$ cat src/rtl/button_pulser_pkg.sv
// Shared constants for the push-button conditioning stage: channel indices,
// default timing parameters and a counter-width helper.
package button_pulser_pkg;

  localparam int BTN_LEFT  = 0;
  localparam int BTN_RIGHT = 1;

  localparam int DEBOUNCE_DEFAULT = 4;
  localparam int REPEAT_DEFAULT   = 0;

  // Width needed to hold values 0..n, never narrower than one bit.
  function automatic int cnt_width(input int n);
    return (n < 1) ? 1 : $clog2(n + 1);
  endfunction

endpackage

$ cat src/rtl/button_debounce.sv
// One button channel: input synchronizer, debounce counter, stable level,
// press-edge detection and optional auto-repeat event generation.
module button_debounce
  import button_pulser_pkg::*;
#(
  parameter int DEBOUNCE = DEBOUNCE_DEFAULT,
  parameter int REPEAT   = REPEAT_DEFAULT
) (
  input  logic clk,
  input  logic rst,
  input  logic btn,
  output logic level,
  output logic ev
);

  localparam int CW = cnt_width(DEBOUNCE);
  localparam int RW = cnt_width(REPEAT);
  localparam logic [CW-1:0] CNT_LAST = CW'(DEBOUNCE - 1);
  localparam logic [RW-1:0] RPT_LAST = RW'(REPEAT);

  logic          meta_r;
  logic          stable_r;
  logic          stable_d_r;
  logic [CW-1:0] cnt_r;
  logic [RW-1:0] rpt_r;

  logic          stable_s;
  logic [CW-1:0] cnt_s;
  logic [RW-1:0] rpt_s;
  logic          press_s;
  logic          repeat_s;

  // The counter and stable level form the second synchronizer stage, so a
  // raw sample taken at edge 1 can flip the level at edge DEBOUNCE+1.
  always_comb begin
    cnt_s    = cnt_r;
    stable_s = stable_r;
    if (meta_r == stable_r) begin
      cnt_s = '0;
    end else if (cnt_r == CNT_LAST) begin
      cnt_s    = '0;
      stable_s = ~stable_r;
    end else begin
      cnt_s = cnt_r + CW'(1);
    end
  end

  assign press_s = stable_r & ~stable_d_r;

  // Repeat timer: loads on press, fires every REPEAT cycles, clears on release.
  always_comb begin
    rpt_s    = rpt_r;
    repeat_s = 1'b0;
    if (REPEAT == 0) begin
      rpt_s = '0;
    end else if (!stable_r) begin
      rpt_s = '0;
    end else if (press_s) begin
      rpt_s = RW'(1);
    end else if (rpt_r == RPT_LAST) begin
      repeat_s = 1'b1;
      rpt_s    = RW'(1);
    end else begin
      rpt_s = rpt_r + RW'(1);
    end
  end

  // Channel state registers.
  always_ff @(posedge clk or negedge rst) begin
    if (!rst) begin
      meta_r     <= 1'b0;
      stable_r   <= 1'b0;
      stable_d_r <= 1'b0;
      cnt_r      <= '0;
      rpt_r      <= '0;
    end else begin
      meta_r     <= btn;
      stable_r   <= stable_s;
      stable_d_r <= stable_r;
      cnt_r      <= cnt_s;
      rpt_r      <= rpt_s;
    end
  end

  assign level = stable_r;
  assign ev    = press_s | repeat_s;

endmodule

$ cat src/rtl/button_pulser.sv
// Two debounced button channels with arbitration so that shift_left and
// shift_right are clean, registered, mutually exclusive one-cycle strobes.
module button_pulser
  import button_pulser_pkg::*;
#(
  parameter int DEBOUNCE = DEBOUNCE_DEFAULT,
  parameter int REPEAT   = REPEAT_DEFAULT
) (
  input  logic       clk,
  input  logic       rst,
  input  logic       btn_left,
  input  logic       btn_right,
  output logic       shift_left,
  output logic       shift_right,
  output logic [1:0] pressed
);

  logic [1:0] level_s;
  logic [1:0] ev_s;
  logic [1:0] shift_s;
  logic [1:0] shift_r;

  button_debounce #(.DEBOUNCE(DEBOUNCE), .REPEAT(REPEAT)) u_left (
    .clk   (clk),
    .rst   (rst),
    .btn   (btn_left),
    .level (level_s[BTN_LEFT]),
    .ev    (ev_s[BTN_LEFT])
  );

  button_debounce #(.DEBOUNCE(DEBOUNCE), .REPEAT(REPEAT)) u_right (
    .clk   (clk),
    .rst   (rst),
    .btn   (btn_right),
    .level (level_s[BTN_RIGHT]),
    .ev    (ev_s[BTN_RIGHT])
  );

  // An event passes only while the opposite stable level is low; since any
  // event implies its own level is high, both strobes can never fire at once.
  always_comb begin
    shift_s            = 2'b00;
    shift_s[BTN_LEFT]  = ev_s[BTN_LEFT]  & ~level_s[BTN_RIGHT];
    shift_s[BTN_RIGHT] = ev_s[BTN_RIGHT] & ~level_s[BTN_LEFT];
  end

  // Strobe output registers.
  always_ff @(posedge clk or negedge rst) begin
    if (!rst) begin
      shift_r <= 2'b00;
    end else begin
      shift_r <= shift_s;
    end
  end

  assign shift_left  = shift_r[BTN_LEFT];
  assign shift_right = shift_r[BTN_RIGHT];
  assign pressed     = level_s;

endmodule

$ cat config.mk
export PLATFORM = sky130hd
export DESIGN_NAME = button_pulser
export DESIGN_NICKNAME = d
export VERILOG_FILES = /design/src/rtl/button_pulser_pkg.sv /design/src/rtl/button_debounce.sv /design/src/rtl/button_pulser.sv
export SDC_FILE = /design/constraint.sdc
export NUM_CORES = 1
export LEC_CHECK = 0
export ABC_AREA = 1
export CAP_MARGIN = 20
export CELL_PAD_IN_SITES_DETAIL_PLACEMENT = 0
export CELL_PAD_IN_SITES_GLOBAL_PLACEMENT = 1
export CORE_MARGIN = 2
export CORE_UTILIZATION = 40
export DETAILED_ROUTE_END_ITERATION = 8
export PLACE_DENSITY = 0.86
export SLEW_MARGIN = 15
export SYNTH_ARGS = -nofsm -noshare
export SYNTH_HDL_FRONTEND = slang
export SYNTH_SLANG_ARGS = --single-unit
$ cat constraint.sdc
create_clock -name clk -period 1.8 [get_ports clk]
set_input_delay 0.18 -clock clk [delete_from_list [all_inputs] [get_ports clk]]
set_output_delay 0.18 -clock clk [all_outputs]
set_load 0.05 [all_outputs]
### Word level (Yosys, flattened, before mapping)

Index checks and enable logic that the tools add are counted.

* bits in writable memories: 0
* ROM bits: 0
* word-level logic and storage cells: 31
* memories kept: 0
* output and inout bits: 4
* register bits after elaboration: 14
* input port bits: 4
* bits in latches: 0

* $mul: 0
* bitwise logic cells: 10
* order comparisons: 0
* reductions and logical operators: 2
* divide/modulo/power cells: 0
* equality and inequality tests: 4
* shift-type cells: 0
* mux-type cells: 4
* $add $sub $neg: 2

Operator list (count)
* 3-bit 2-to-1 mux: 4
* 3-bit by 1-bit adder with 3-bit output, second input constant: 2
* 3-bit by 2-bit equality test with 1-bit output, second input constant: 2
* 1-bit inverter: 6
* 1-bit AND: 4
* 2-bit AND reduction: 2
* 1-bit equality test: 2

### Longest topological paths before layout

Gate-level depths: netlist of the first run.

* word-level depth: 3
* gate-level depth with buffers: 4
* mapped depth without buffers: 4

### Modules after synthesis

From an unflattened synthesis of the first run, not the netlist that was laid out.

* cell total of the unflattened synthesis: 58
* area, all modules: 555.5 sq um

Modules (own cells, without submodules)
* button_debounce: times used 2, seq. area each 150.1 sq um, area an instance 242.7 sq um, cells an instance 26
* button_pulser: times used 1, seq. area each 50.0 sq um, area an instance 70.1 sq um, cells an instance 6

### Worst setup path after synthesis of the first run

No wires, ideal clock.

* path kind: flip-flop to flip-flop
* start point: register u_right.cnt_r[0]
* end point: register u_right.cnt_r[0]
* required time: 1.729 ns
* cell stages (with the launch flop): 5
* buffers on the path: 0
* period minus slack after synthesis: 0.864 ns
* setup slack: 0.936 ns
* arrival time: 0.793 ns
* setup time: 0.071 ns
* path through: dfrtp_1 > ha_1 > nand2_1 > nand2_1 > nor2_1

* word-level cells in the longest chain between the ends: 3
* elaborated cells on any way between the ends: 4
* those cells by class: add/sub (1); eq/ne (1); mux (2)

Ends and longest elaborated chain
* start: declaration: RTL line button_debounce.sv:24 `logic [CW-1:0] cnt_r;`
* start signal: assignment: RTL line button_debounce.sv:80 `cnt_r <= cnt_s;`
* 3-bit by 1-bit adder with 3-bit output / 3-bit by 2-bit equality test with 1-bit output (equally long branches): RTL line button_debounce.sv:44, button_debounce.sv:40
* 3-bit 2-to-1 mux (*): RTL line button_debounce.sv:40 `end else if (cnt_r == CNT_LAST) begin`
* 3-bit 2-to-1 mux (*): RTL line button_debounce.sv:38 `if (meta_r == stable_r) begin`
* named net u_right.cnt_s[0]: RTL line button_debounce.sv:28 `logic [CW-1:0] cnt_s;`

The timed path passes the listed nets; every way through them passes the cells marked *.
A chain may end at the register's enable or synchronous reset.

### Worst setup path after layout of the first run

* start point: register u_left.stable_r, in the netlist u_left.level
* end point: output port pressed[0]

RTL lines
* start: declaration: RTL line button_debounce.sv:22 `logic stable_r;`
* start signal: assignment: RTL line button_debounce.sv:78 `stable_r <= stable_s;`
* end: declaration: RTL line button_pulser.sv:15 `output logic [1:0] pressed`

No word-level cell between the ends.

==> run summary, run 1 <==
VDD IR max -> 0.519 mV
Crit path max fanout -> 6
Period minus WS final -> 1710 ps
Relative slew slack -> 60.1%
Clock Sinks -> 14
DRC -> 0
Port Buf Inserts -> 7
Vias in the first global route -> 280
DP Wirelength -> 549 um
Vias per std cell -> 4.39
Routed WL per cell -> 9.49 um
Die area -> 1680 um2
Cell area after layout -> 647 um2
WL met3 -> 33 um
CTS tree -> built
CTS H-tree lvls -> 1
ANT cells -> 0
Final Max Tran Viols -> 0
CTS resizes -> 0
Fmax -> 583 MHz
RSZ-0062 raised after global routing -> false
Clk_lat worst skew -> 270 ps
CP required -> 1620 ps
Syn_nets -> 62
Fill count -> 121
Synthesized area per cell -> 9.79 um2
Initial DRC count -> 10
Hold WC Path Type -> input pin to async pin
Final Wtd Congestion -> 0.669
Detailed-route via count -> 347
Sequential area share after synthesis -> 63.9%
Leakage power -> 0.343 nW
Io pins -> 8
Worst path slowest cell -> clkdlybuf4s50_1
Status -> finished, final reports clean
Core Footprint -> 1280 um2
Ys Warns -> 0
Max clock buf depth -> 2
First-pass DRT Iterations -> 2
CTS Hold Buffers Added -> 0
Core Rows -> 13
Clk slew on worst S/H paths -> 70 ps
Final cycle utilization of the critical path -> 95.2%
Setup_tns -> 0 ps
Synthesis-stage register bit count -> 14
WS Path Type -> flop to output pin
Number of cells on the critical path -> 1
CP Buf/Inv Count -> 1
Startpoint type of the worst setup path -> flop
Met1 wire length -> 341 um
Post-CTS setup buffers -> 0
CP delay by family, top -> buffers and inverters
CP peak stage delay -> 830 ps
GRT Util Overall -> 10.5%
Met2 wire length -> 361 um
Max Clock Skew -> 1.12 ps
Tot Pwr -> 1.03 mW
Height of the die -> 41.0 um
Post-Route WL -> 750 um
Power Density -> 1590 nW/um2
Initial antenna violation count -> 0
Setup violators final -> 0
Critical Path AT -> 1530 ps
Post-Syn Instances -> 56
Tightest Pin Transition -> 596 ps
Post-DP Area -> 622 um2
CP Capture Type -> output pin
Total CTS buffers -> 3
Initial Util -> 42.6%
Total grt overflow -> 0
Layout cells sized above 1 -> 14.1%
Cell Area, Synth -> 548 um2
Area delta synth->final -> 18.0%
Largest net degree at the start of global routing -> 15
Crit path cell chain -> clkdlybuf4s50_1
R2r worst-path depth -> 4
Yosys cell types -> 10
Antenna Nets Post-Route -> 0
Total Nets Final -> 72
Max_cap viols -> 0
Clk root buf -> clkbuf_4
First-pass GRT wire length -> 1060 um
Highest metal used -> met4
Die width -> 41.0 um
Final Hold Fails -> 0
worst paths after layout:
| path | start | end | slack (ps) |
|---|---|---|---|
| min in group clk | btn_right | u_right.meta_r | 350 |
| hold / removal | rst | u_right.stable_d_r | 290 |
| hold reg to reg | u_left.stable_d_r | shift_r[0] | 420 |
| setup / recovery | u_left.level | pressed[0] | 90 |
| setup reg to reg | u_right.cnt_r[0] | u_right.cnt_r[0] | 850 |
| max in group asynchronous | rst | u_left.cnt_r[0] | 1130 |
stage by stage:
stage,hold WS (ps),instances,utilization [%],setup slack (ps)
6_report,287,79,50.3,85.8
5_1_grt,329,79,50.3,20.3
2_1_floorplan,-116,56,-,936
3_5_place_dp,410,76,48.4,366
3_3_place_gp,423,76,48.4,394
4_1_cts,305,79,50.1,56.8
cells in the final DEF (no fill, tap or decap):
cell             netlist  routed
ha_1                   2       2
nor2_1                 6       6
inv_1                  8       8
nand2_1               14      14
nand2_2                4       4
clkbuf_4               0       3
nor3_1                 2       2
nand3_1                2       2
inv_2                  2       2
dfrtp_1               14      14
dlymetal6s2s_1         0       1
clkdlybuf4s50_1        0       6
routing by layer:
layer	up-vias	GRT usage, %
li1	182	-
met1	154	10.7
met2	9	16.8
met3	2	1.63
met4	0	12.5
met5	-	0
power breakdown:
group | internal, mW | total (mW) | switching (mW) | leakage [nW]
combinational | 0.139 | 0.396 | 0.256 | 0.150
clock | 0.0773 | 0.164 | 0.0869 | 0.0138
sequential | 0.410 | 0.470 | 0.0603 | 0.180
sequential cells by signal, indices dropped and copies added (netlist names):
name                flops
u_right.stable_d_r      1
u_right.cnt_r           3
shift_r                 2
u_left.stable_d_r       1
u_right.level           1
u_right.meta_r          1
u_left.meta_r           1
u_left.level            1
u_left.cnt_r            3
logic make-up after synthesis:
| group | count (synthesis) | synth area share (%) |
|---|---|---|
| fa+ha+maj | 2 | 4.57 |
| flops | 14 | 63.9 |
| buf+inv | 12 | 9.59 |
| simple gates | 28 | 21.9 |
synthesized netlist by cell type:
cell type   n  share of area, %
buf_4       2               2.7
dfrtp_1    14                64
ha_1        2               4.6
inv_1       8               5.5
inv_2       2               1.4
nand2_1    14               9.6
nand2_2     4               4.6
nand3_1     2               1.8
nor2_1      6               4.1
nor3_1      2               1.8
final cells by class:
type / instances / area [um2] / area share, %
multi-input cells: 30 / 145 / 22.4
well taps: 15 / 18.8 / 2.90
inverters: 10 / 37.5 / 5.80
repair buffers: 7 / 72.6 / 11.2
clock buffers: 3 / 22.5 / 3.48
flip-flops and latches: 14 / 350 / 54.2
No activity file was read; power rests on OpenSTA's default activity.
==> run 2, diff against run 1 <==
--- a/config.mk
+++ b/config.mk
@@ -6,12 +6,14 @@
 export NUM_CORES = 1
 export LEC_CHECK = 0
 export ABC_AREA = 1
+export ABC_CLOCK_PERIOD_IN_PS = 1800
 export CAP_MARGIN = 20
 export CELL_PAD_IN_SITES_DETAIL_PLACEMENT = 0
 export CELL_PAD_IN_SITES_GLOBAL_PLACEMENT = 1
 export CORE_MARGIN = 2
 export CORE_UTILIZATION = 40
 export DETAILED_ROUTE_END_ITERATION = 8
+export HOLD_SLACK_MARGIN = 0.03
 export PLACE_DENSITY = 0.86
 export SLEW_MARGIN = 15
 export SYNTH_ARGS = -nofsm -noshare
==> results of run 2 <==
Final layout, timing and power as in run 1 (identical DEF).
==> run 3, diff against run 2 <==
--- a/config.mk
+++ b/config.mk
@@ -7,7 +7,6 @@
 export LEC_CHECK = 0
 export ABC_AREA = 1
 export ABC_CLOCK_PERIOD_IN_PS = 1800
-export CAP_MARGIN = 20
 export CELL_PAD_IN_SITES_DETAIL_PLACEMENT = 0
 export CELL_PAD_IN_SITES_GLOBAL_PLACEMENT = 1
 export CORE_MARGIN = 2
==> results of run 3 <==
Final layout, timing and power as in run 1 (identical DEF).
